File: src/rtl/instruction_fetch_unit.sv
// Instruction fetch front end: owns the PC, issues one fetch at a time to instruction
// memory and holds the returned word until decode accepts it, then redirects on branch/jump.
module instruction_fetch_unit #(
   parameter int unsigned       ADDR_W   = 32,
   parameter logic [ADDR_W-1:0] RESET_PC = '0
) (
   input  logic              clk,
   input  logic              reset,
   output logic              IMemReq,
   output logic [ADDR_W-1:0] IMemAddr,
   input  logic              IMemValid,
   input  logic [31:0]       IMemData,
   output logic [31:0]       Instr,
   output logic [5:0]        Opcode,
   output logic              InstrValid,
   output logic [ADDR_W-1:0] PCOut,
   input  logic              DecReady,
   input  logic              Branch,
   input  logic              Zero,
   input  logic [15:0]       BranchOffset,
   input  logic              Jump,
   input  logic [25:0]       JumpTarget
);

   // state  | meaning
   // S_REQ  | strobe IMemReq with IMemAddr=pc (first cycle after reset only loads the strobe)
   // S_WAIT | one fetch outstanding; capture IMemData on IMemValid
   // S_HOLD | Instr presented to decode until DecReady; pc already holds PCOut+4
   typedef enum logic [1:0] {
      S_REQ  = 2'd0,
      S_WAIT = 2'd1,
      S_HOLD = 2'd2
   } state_t;

   state_t            state;
   logic [ADDR_W-1:0] pc;
   logic [ADDR_W-1:0] offset_ext;
   logic [ADDR_W-1:0] branch_pc;
   logic [ADDR_W-1:0] jump_pc;
   logic [ADDR_W-1:0] next_pc;

   assign Opcode = Instr[31:26];

   // In HOLD pc equals PCOut+4, so both redirect targets are formed from pc directly.
   assign offset_ext = {{(ADDR_W-18){BranchOffset[15]}}, BranchOffset, 2'b00};
   assign branch_pc  = pc + offset_ext;
   assign jump_pc    = {pc[ADDR_W-1:28], JumpTarget, 2'b00};

   always_comb begin
      next_pc = pc;
      if (Jump) begin
         next_pc = jump_pc;
      end else if (Branch && Zero) begin
         next_pc = branch_pc;
      end
   end

   always_ff @(posedge clk) begin
      if (reset) begin
         state      <= S_REQ;
         pc         <= RESET_PC;
         IMemReq    <= 1'b0;
         IMemAddr   <= '0;
         Instr      <= '0;
         InstrValid <= 1'b0;
         PCOut      <= '0;
      end else begin
         case (state)
            S_REQ: begin
               if (IMemReq) begin
                  IMemReq <= 1'b0;
                  state   <= S_WAIT;
               end else begin
                  IMemReq  <= 1'b1;
                  IMemAddr <= pc;
               end
            end
            S_WAIT: begin
               if (IMemValid) begin
                  Instr      <= IMemData;
                  PCOut      <= pc;
                  InstrValid <= 1'b1;
                  pc         <= pc + ADDR_W'(4);
                  state      <= S_HOLD;
               end
            end
            S_HOLD: begin
               // The next request is launched on the accepting edge so REQ lasts one cycle.
               if (DecReady) begin
                  InstrValid <= 1'b0;
                  pc         <= next_pc;
                  IMemReq    <= 1'b1;
                  IMemAddr   <= next_pc;
                  state      <= S_REQ;
               end
            end
            default: begin
               state   <= S_REQ;
               IMemReq <= 1'b0;
            end
         endcase
      end
   end

endmodule

File: config.mk
export PLATFORM = sky130hd
export DESIGN_NAME = instruction_fetch_unit
export DESIGN_NICKNAME = d
export VERILOG_FILES = /design/src/rtl/instruction_fetch_unit.sv
export SDC_FILE = /design/constraint.sdc
export NUM_CORES = 1
export LEC_CHECK = 0
export ABC_CLOCK_PERIOD_IN_PS = 8850
export CAP_MARGIN = 5
export CORE_ASPECT_RATIO = 0.9
export CORE_MARGIN = 3
export CORE_UTILIZATION = 30
export CTS_CLUSTER_DIAMETER = 150
export DETAILED_ROUTE_END_ITERATION = 6
export PLACE_DENSITY = 0.52
export SKIP_CTS_REPAIR_TIMING = 1
export SKIP_LAST_GASP = 1
export SYNTH_ARGS = -nofsm -noshare
export SYNTH_HDL_FRONTEND = slang
export SYNTH_SLANG_ARGS = --single-unit
File: constraint.sdc
create_clock -name clk -period 8.85 [get_ports clk]
set_clock_uncertainty 0.2 [all_clocks]
set_input_delay 1.77 -clock clk [delete_from_list [all_inputs] [get_ports clk]]
set_output_delay 1.77 -clock clk [all_outputs]
set_load 0.005 [all_outputs]
==> results of run 1 <==
## cells by family after synthesis
logic type / after synthesis / share of synthesized area [%]
and+or+nand+nor: 373 / 21.9
AOI/OAI and AO/OA: 372 / 29.9
DFF: 132 / 34.8
buffers and inverters: 100 / 5.31
adders and majority gates: 31 / 5.21
xor gates and xnor gates: 16 / 1.85
muxes: 8 / 1.09
## cells in the mapped netlist, types with 12 or more instances
library cell	instances	share of area (%)
nand2_1	194	9.6
a21oi_1	171	11
dfxtp_1	132	35
o21ai_0	78	5.1
clkbuf_1	68	3.4
nor2_1	68	3.4
nand3_1	31	2.0
ha_1	30	4.9
a21o_1	16	1.6
a31oi_1	15	1.2
o211ai_1	15	1.5
inv_1	13	0.64
and3_1	12	0.99
## final cells by class
class	instances	area, µm²	area share [%]
clock buffer	18	429	4.20
timing repair buffer	197	1940	19.0
sequential	132	2640	25.9
clock inverter	14	175	1.71
tap	336	420	4.12
multi-input combinational	800	4560	44.7
inverter	13	48.8	0.478
## state kept, by name, indices dropped and copies added (netlist names)
register / count
IMemReq: 1
PCOut: 32
state: 2
InstrValid: 1
Instr: 32
IMemAddr: 32
pc: 32
## through the flow
stage               power, mW  setup slack [ps]  cells
floorplan               0.828              4340   1032
global placement        0.999              3660   1478
detailed placement       1.00              3570   1478
CTS                      1.75              3990   1510
global route             1.80              3780   1510
finish                   1.73              3920   1510
## cells in the final DEF, fill, tap and decap left out, types with 15 or more instances in the layout
master,instances
nand2_1,194
clkdlybuf4s50_1,183
a21oi_1,171
dfxtp_1,132
o21ai_0,78
nor2_1,67
nand3_1,31
ha_1,30
clkbuf_16,17
a21o_1,16
a31oi_1,15
o211ai_1,15
## layer usage
metal  vias to the layer above  global-route usage [%]  wire (µm)
li1                       3954                       -          -
met1                      3746                    25.9      12500
met2                       240                    31.2      12500
met3                        40                    4.51       1690
met4                         0                    5.97        597
met5                         -                       0          0
## power breakdown
group	total (mW)	switching [mW]	internal (mW)
clock network	0.740	0.293	0.447
registers	0.656	0.0269	0.629
logic	0.330	0.184	0.146
total	1.73	0.504	1.22
## how the worst max path moves through the flow
stage,to,cells past startpoint,slack (ps),from
2_1_floorplan,pc[30],11,4340,BranchOffset[0]
3_3_place_gp,pc[30],12,3660,BranchOffset[0]
3_5_place_dp,pc[31],11,3570,BranchOffset[15]
4_1_cts,pc[31],11,3990,BranchOffset[15]
5_1_grt,pc[31],11,3780,BranchOffset[15]
6_report,pc[31],11,3920,BranchOffset[15]
## worst register-to-register path, cell delays in order (launching register included)
cell       delay [ps]
dfxtp_1           420
ha_1              270
fa_1              410
a21o_1            230
a311oi_2          340
nor2_2            110
a41oi_4           320
o2111ai_4         210
and2_4            200
a41oi_1           270
mux2i_1           270
a21oi_1           100
==> run summary, run 1 <==
1st-iter DRT viols: 548
Routed WL: 27200 µm
#FFs+latches synth: 132
Buf/Inv on CP: 1
largest net degree at the start of global routing: 71
Avg Inst Size Synth: 7.36 µm²
global-route wire length before repair: 42400 µm
final hold violation count: 0
max-slew violations: 0
GRT Residual Overflow: 0
EDFF count, synth: 0
post-synthesis sequential area ratio: 34.8%
reg2reg start: pc[2]
DR vias/cell: 5.28
root buffer cell: clkbuf_16
Crit. End Element: flop
Core Box Area: 24600 µm²
PortBufs: 184
setup total negative slack: 0 ps
startpoint types: input port
CTS tree: built
CTS Buf Count: 17
DRC violations left: 0
Leak: 3.66 nW
initial antenna violation count: 0
Final GP Congestion: 0.862
drt wl/cell: 18.0 µm
Cells on Worst Hold Path: 2
hold slack: 252 ps
CTS H-tree depth: 4
R2R Setup Slk: 5360 ps
Cells after Synth: 1032
Main synth FF type: dfxtp_1
RR Endpoint: IMemAddr[28]
# diodes: 0
worst min path class: reg -> reg
Die Span Y: 157 µm
io pins: 185
nets: 1273
vias in the first global route: 7558
hold wc startpoint: Instr[19]
Distinct cells, synth: 72
total die area: 27300 µm²
crit path time final: 4930 ps
worst path cell trace: clkdlybuf4s50_1, ha_1, a21oi_1, o21bai_1, a21oi_1, o221ai_1, a21o_1, a31oi_2, xor2_1, o22ai_1, mux2_1
share of layout cells above drive strength 1: 5.71%
FMAX: 203 MHz
worst hold endpoint: Instr[19]
Initial Util: 30.9%
Ys Warns: 0
Filler cells: 2597
via count: 7980
GRT Overall Usage: 19.4%
fin crit share: 55.7%
Req. time, crit path: 8960 ps
DP Area: 9610 µm²
Final ANT Viol Nets: 0
clk slew on worst S/H paths: 60 ps
outcome: completed
Worst EP arrival: 5040 ps
final core occ: 41.5%
worst reg2reg path depth: 11
first-pass detailed-route iteration total: 5
Layout area overhead: 34.6%
Max stage delay on crit path: 820 ps
worst-case clock buffer depth: 2
Post-Syn Nets: 1144
Row Count: 54
Top cell by count, worst path: a21oi_1
Clock Latency Late Sink: 420 ps
Setup Viol. Count Final: 0
critical path class: in -> reg
Die Width: 174 µm
asr flop ratio synth: 0%
Detail Placement HPWL: 18300 µm
Slew Limit Headroom: 27.4%
CP max-delay cell: clkdlybuf4s50_1
delay-heaviest family, CP: compound AO/OA/AOI/OAI gates
clk sinks: 132
Final Cell Area: 10200 µm²
P per Cell Area: 169 nW/µm²
Max FO, Critical Path: 15
Max Cap Viol: 0
Mapped Area: 7590 µm²
Slew @ Worst Pin: 1090 ps
RSZ-0062 raised after global routing: false
VDD IR max: 107 µV
(Power assumes the default switching activity.)
==> run 2: changes to the inputs <==
--- a/config.mk
+++ b/config.mk
@@ -5,14 +5,14 @@
 export SDC_FILE = /design/constraint.sdc
 export NUM_CORES = 1
 export LEC_CHECK = 0
-export ABC_CLOCK_PERIOD_IN_PS = 8850
+export ABC_CLOCK_PERIOD_IN_PS = 4170
 export CAP_MARGIN = 5
 export CORE_ASPECT_RATIO = 0.9
 export CORE_MARGIN = 3
 export CORE_UTILIZATION = 30
 export CTS_CLUSTER_DIAMETER = 150
 export DETAILED_ROUTE_END_ITERATION = 6
-export PLACE_DENSITY = 0.52
+export PLACE_DENSITY = 0.54
 export SKIP_CTS_REPAIR_TIMING = 1
 export SKIP_LAST_GASP = 1
 export SYNTH_ARGS = -nofsm -noshare
==> constraint.sdc (replaced) <==
create_clock -name clk -period 4.17 [get_ports clk]
set_clock_uncertainty 0.2 [all_clocks]
set_input_delay 0.834 -clock clk [delete_from_list [all_inputs] [get_ports clk]]
set_output_delay 0.834 -clock clk [all_outputs]
set_load 0.005 [all_outputs]
==> run summary, run 2 (same netlist as run 1, synthesis figures left out) <==
vias in the first global route: 7658
Top cell by count, worst path: a311oi_2
max-slew violations: 0
Core Box Area: 24600 µm²
largest net degree at the start of global routing: 70
clk sinks: 132
global-route wire length before repair: 42600 µm
startpoint types: input port
CP max-delay cell: clkdlybuf4s50_1
crit path launch: BranchOffset[0]
P per Cell Area: 367 nW/µm²
Row Count: 54
Final ANT Viol Nets: 0
hold slack: 252 ps
Req. time, crit path: 4250 ps
critical path class: in -> reg
GRT Overall Usage: 19.5%
RR Endpoint: IMemAddr[29]
Worst EP arrival: 3910 ps
clk slew on worst S/H paths: 60 ps
worst-case clock buffer depth: 2
io pins: 185
CTS Buf Count: 17
Die Span Y: 157 µm
Leak: 3.85 nW
RSZ-0062 raised after global routing: false
GRT Residual Overflow: 0
Max FO, Critical Path: 5
share of layout cells above drive strength 1: 8.29%
worst reg2reg path depth: 10
root buffer cell: clkbuf_16
outcome: completed
worst path cell trace: clkdlybuf4s50_1, ha_1, fa_1, a21o_1, a311oi_2, nor2_2, a41oi_4, o2111ai_4, and2_4, a311oi_2, mux2i_1, a311oi_1
total power: 3.87 mW
Crit. End Element: flop
CTS H-tree depth: 4
nets: 1306
commonest non-fill, non-tap cell in the layout: nand2_1
fin crit share: 91.8%
reg2reg start: pc[6]
via count: 8104
commonest cells after routing, fill and taps aside: nand2_1, clkdlybuf4s50_1, a21oi_1
R2R Setup Slk: 830 ps
1st-iter DRT viols: 563
PortBufs: 184
Routed WL: 27400 µm
Slew Limit Headroom: 42.2%
CTS tree: built
first-pass detailed-route iteration total: 5
DRC violations left: 0
final hold violation count: 0
Die Width: 174 µm
initial antenna violation count: 0
drt wl/cell: 17.7 µm
Worst Setup EP: pc[30]
crit path time final: 3830 ps
FMAX: 261 MHz
Detail Placement HPWL: 19300 µm
Slew @ Worst Pin: 866 ps
# diodes: 0
Max Cap Viol: 0
DR vias/cell: 5.25
Initial Util: 30.9%
VDD IR max: 251 µV
Clock Latency Late Sink: 420 ps
worst min path class: reg -> reg
Final GP Congestion: 0.905
Setup Viol. Count Final: 0
total die area: 27300 µm²
Max stage delay on crit path: 410 ps
Layout area overhead: 39.0%
-- run 2: cell types whose count changed in the layout (fill, tap and decap cells not counted) --
| cell | before | now |
|---|---|---|
| clkinv_4 | 4 | 1 |
| buf_12 | 0 | 1 |
| buf_4 | 14 | 46 |
| clkbuf_8 | 0 | 2 |
| clkinvlp_4 | 0 | 3 |
| clkinv_2 | 3 | 1 |
| bufinv_16 | 3 | 6 |
| inv_6 | 4 | 1 |
-- run 2: power breakdown --
part | internal [mW] | switching [mW] | total, mW | leakage, nW
Sequential | 1.34 | 0.0544 | 1.39 | 1.07
Clock | 1.16 | 0.601 | 1.76 | 0.323
Combinational | 0.329 | 0.395 | 0.724 | 2.46
-- run 2: final cells by class --
class	instances	area, µm²
clock buffer	20	457
clock inverter	12	225
fill	2621	14000
inverter	13	48.8
multi-input combinational	800	4560
sequential	132	2640
tap	336	420
timing repair buffer	230	2200
-- run 2: worst min-delay path by stage --
stage,startpoint,to,slack [ps],cells after the start
finish,PCOut[2],PCOut[2],250,2
global route,Instr[3],Instr[3],270,2
CTS,PCOut[7],PCOut[7],250,2
detailed placement,PCOut[7],PCOut[7],250,2
global placement,Instr[1],Instr[1],240,2
floorplan,pc[0],PCOut[0],240,2
-- run 2: per-layer routing --
layer / track usage (%) / share of wire [%] / vias up
met2: 32.2 / 46 / 276
met4: 5.17 / 1.9 / 0
met5: 0 / 0 / -
li1: - / - / 4018
met1: 25.8 / 46 / 3776
met3: 4.53 / 6.7 / 34
-- run 2: worst max-delay path, delay by kind of cell --
| kind | cells | cell delay, ps |
|---|---|---|
| muxes | 1 | 290 |
| buffers and inverters | 1 | 410 |
| and+or+nand+nor | 2 | 310 |
| adders and majority gates | 2 | 620 |
| AOI/OAI and AO/OA | 6 | 1450 |
-- run 2: through the flow --
step | setup WS (ps) | utilization [%] | instances | cell area (µm²) | TNS (ps)
after global routing | 251 | 42.9 | 1543 | 10600 | 0
final | 341 | 42.9 | 1543 | 10600 | 0
after CTS | 400 | 42.9 | 1543 | 10600 | 0
after global placement | 17.0 | 40.1 | 1511 | 9870 | 0
after floorplan | 595 | - | 1032 | 7590 | 0
after detailed placement | -49.1 | 40.1 | 1511 | 9870 | -49.1
==> run 3: changes to the inputs <==
--- a/config.mk
+++ b/config.mk
@@ -9,10 +9,10 @@
 export CAP_MARGIN = 5
 export CORE_ASPECT_RATIO = 0.9
 export CORE_MARGIN = 3
-export CORE_UTILIZATION = 30
+export CORE_UTILIZATION = 40
 export CTS_CLUSTER_DIAMETER = 150
 export DETAILED_ROUTE_END_ITERATION = 6
-export PLACE_DENSITY = 0.54
+export PLACE_DENSITY = 0.68
 export SKIP_CTS_REPAIR_TIMING = 1
 export SKIP_LAST_GASP = 1
 export SYNTH_ARGS = -nofsm -noshare
==> run summary, run 3 (same netlist as run 1, synthesis figures left out) <==
outcome: completed
VDD IR max: 285 µV
M1 WL: 12700 µm
drt wl/cell: 17.7 µm
DR vias/cell: 5.59
clk slew on worst S/H paths: 60 ps
Initial Util: 41.0%
RR Endpoint: pc[31]
critical path class: in -> reg
total die area: 20700 µm²
Final GP Congestion: 0.916
commonest non-fill, non-tap cell in the layout: nand2_1
Routed WL: 25800 µm
GRT Overall Usage: 24.5%
commonest cells after routing, fill and taps aside: nand2_1, clkdlybuf4s50_1, a21oi_1
met3 WL: 2320 µm
Max Cap Viol: 0
hold wc startpoint: Instr[17]
Slew Limit Headroom: 44.9%
Die Span Y: 137 µm
nets: 1308
Setup Viol. Count Final: 0
Clock Latency Late Sink: 420 ps
crit path launch: BranchOffset[0]
final core occ: 55.9%
largest net degree at the start of global routing: 67
vias in the first global route: 7057
startpoint types: input port
Crit. End Element: flop
top routing layer in use: met4
root buffer cell: clkbuf_16
Layout area overhead: 36.4%
delay-heaviest family, CP: compound AO/OA/AOI/OAI gates
crit path time final: 3770 ps
global-route wire length before repair: 39800 µm
Worst EP arrival: 3840 ps
WL met2: 10500 µm
via count: 8135
fin crit share: 90.3%
Post-Place Cells: 1422
GRT Residual Overflow: 0
final hold violation count: 0
Die Width: 151 µm
worst hold endpoint: Instr[17]
DP Worst Slack: -10.9 ps
DRC violations left: 0
Req. time, crit path: 4250 ps
first-pass detailed-route iteration total: 5
Max FO, Critical Path: 3
CP max-delay cell: clkdlybuf4s50_1
Non-Filler Instances: 1454
CTS Buf Count: 17
Core Box Area: 18500 µm²
reg2reg start: pc[3]
setup total negative slack: 0 ps
Row Count: 47
Cells on Worst Hold Path: 2
# diodes: 0
worst reg2reg path depth: 10
CTS tree: built
share of layout cells above drive strength 1: 8.44%
Buf/Inv on CP: 1
PortBufs: 184
clk sinks: 132
CTS H-tree depth: 4
max-slew violations: 0
R2R Setup Slk: 790 ps
Filler cells: 1833
P per Cell Area: 350 nW/µm²
worst-case clock buffer depth: 2
FMAX: 265 MHz
Final Cell Area: 10400 µm²
Max stage delay on crit path: 410 ps
Leak: 3.83 nW
initial antenna violation count: 0
post-route setup slack: 403 ps
worst path cell trace: clkdlybuf4s50_1, ha_1, fa_1, a21o_1, a311oi_2, nor2_2, a41oi_4, o2111ai_4, and2_4, a311oi_2, mux2i_1, a311oi_1
io pins: 185
Detail Placement HPWL: 18400 µm
Top cell by count, worst path: a311oi_2
worst min path class: reg -> reg
1st-iter DRT viols: 1058
Slew @ Worst Pin: 825 ps
Final ANT Viol Nets: 0
DP Area: 9760 µm²
RSZ-0062 raised after global routing: false
## run 3: changes by cell type in the layout (fill, tap and decap cells not counted), sizes merged
cell	change
buf	+2
bufinv	-4
clkbuf	+1
clkinv	+4
clkinvlp	-1
## run 3: worst max-delay path by stage
stage / depth (start not counted) / endpoint / slack [ps]
final: 12 / pc[30] / 400
after global routing: 12 / pc[30] / 250
after CTS: 12 / pc[30] / 420
after detailed placement: 12 / pc[30] / -10
after global placement: 12 / pc[30] / 50
after floorplan: 11 / pc[30] / 590
## run 3: per-layer routing
metal,GRT usage (%),up-vias
met5,0,-
met4,5.39,0
met3,5.30,20
met2,33.1,340
met1,38.9,3750
li1,-,4025
## run 3: where the power goes
group | internal, mW | total [mW] | switching, mW
combinational | 0.323 | 0.701 | 0.378
sequential | 1.34 | 1.39 | 0.0553
clock | 0.929 | 1.53 | 0.600
total | 2.59 | 3.62 | 1.03
## run 3: cell type report
cell class	count	area, µm²	area share, %
tap	245	307	2.96
timing repair buffer	232	2200	21.2
clock buffer	21	470	4.54
multi-input combinational	800	4560	44.1
inverter	13	48.8	0.471
sequential	132	2640	25.5
clock inverter	11	125	1.21
## run 3: worst min-delay path, cell delays in order (launching register included)
cell and delay (ps):
dfxtp_1 300, nand2_1 50, a21oi_1 50
## run 3: per-stage QoR
| step | total power, mW | hold WS (ps) |
|---|---|---|
| after floorplan | 1.76 | 240 |
| after global placement | 2.11 | 242 |
| after detailed placement | 2.11 | 246 |
| after CTS | 3.65 | 255 |
| after global routing | 3.78 | 271 |
| final | 3.62 | 251 |
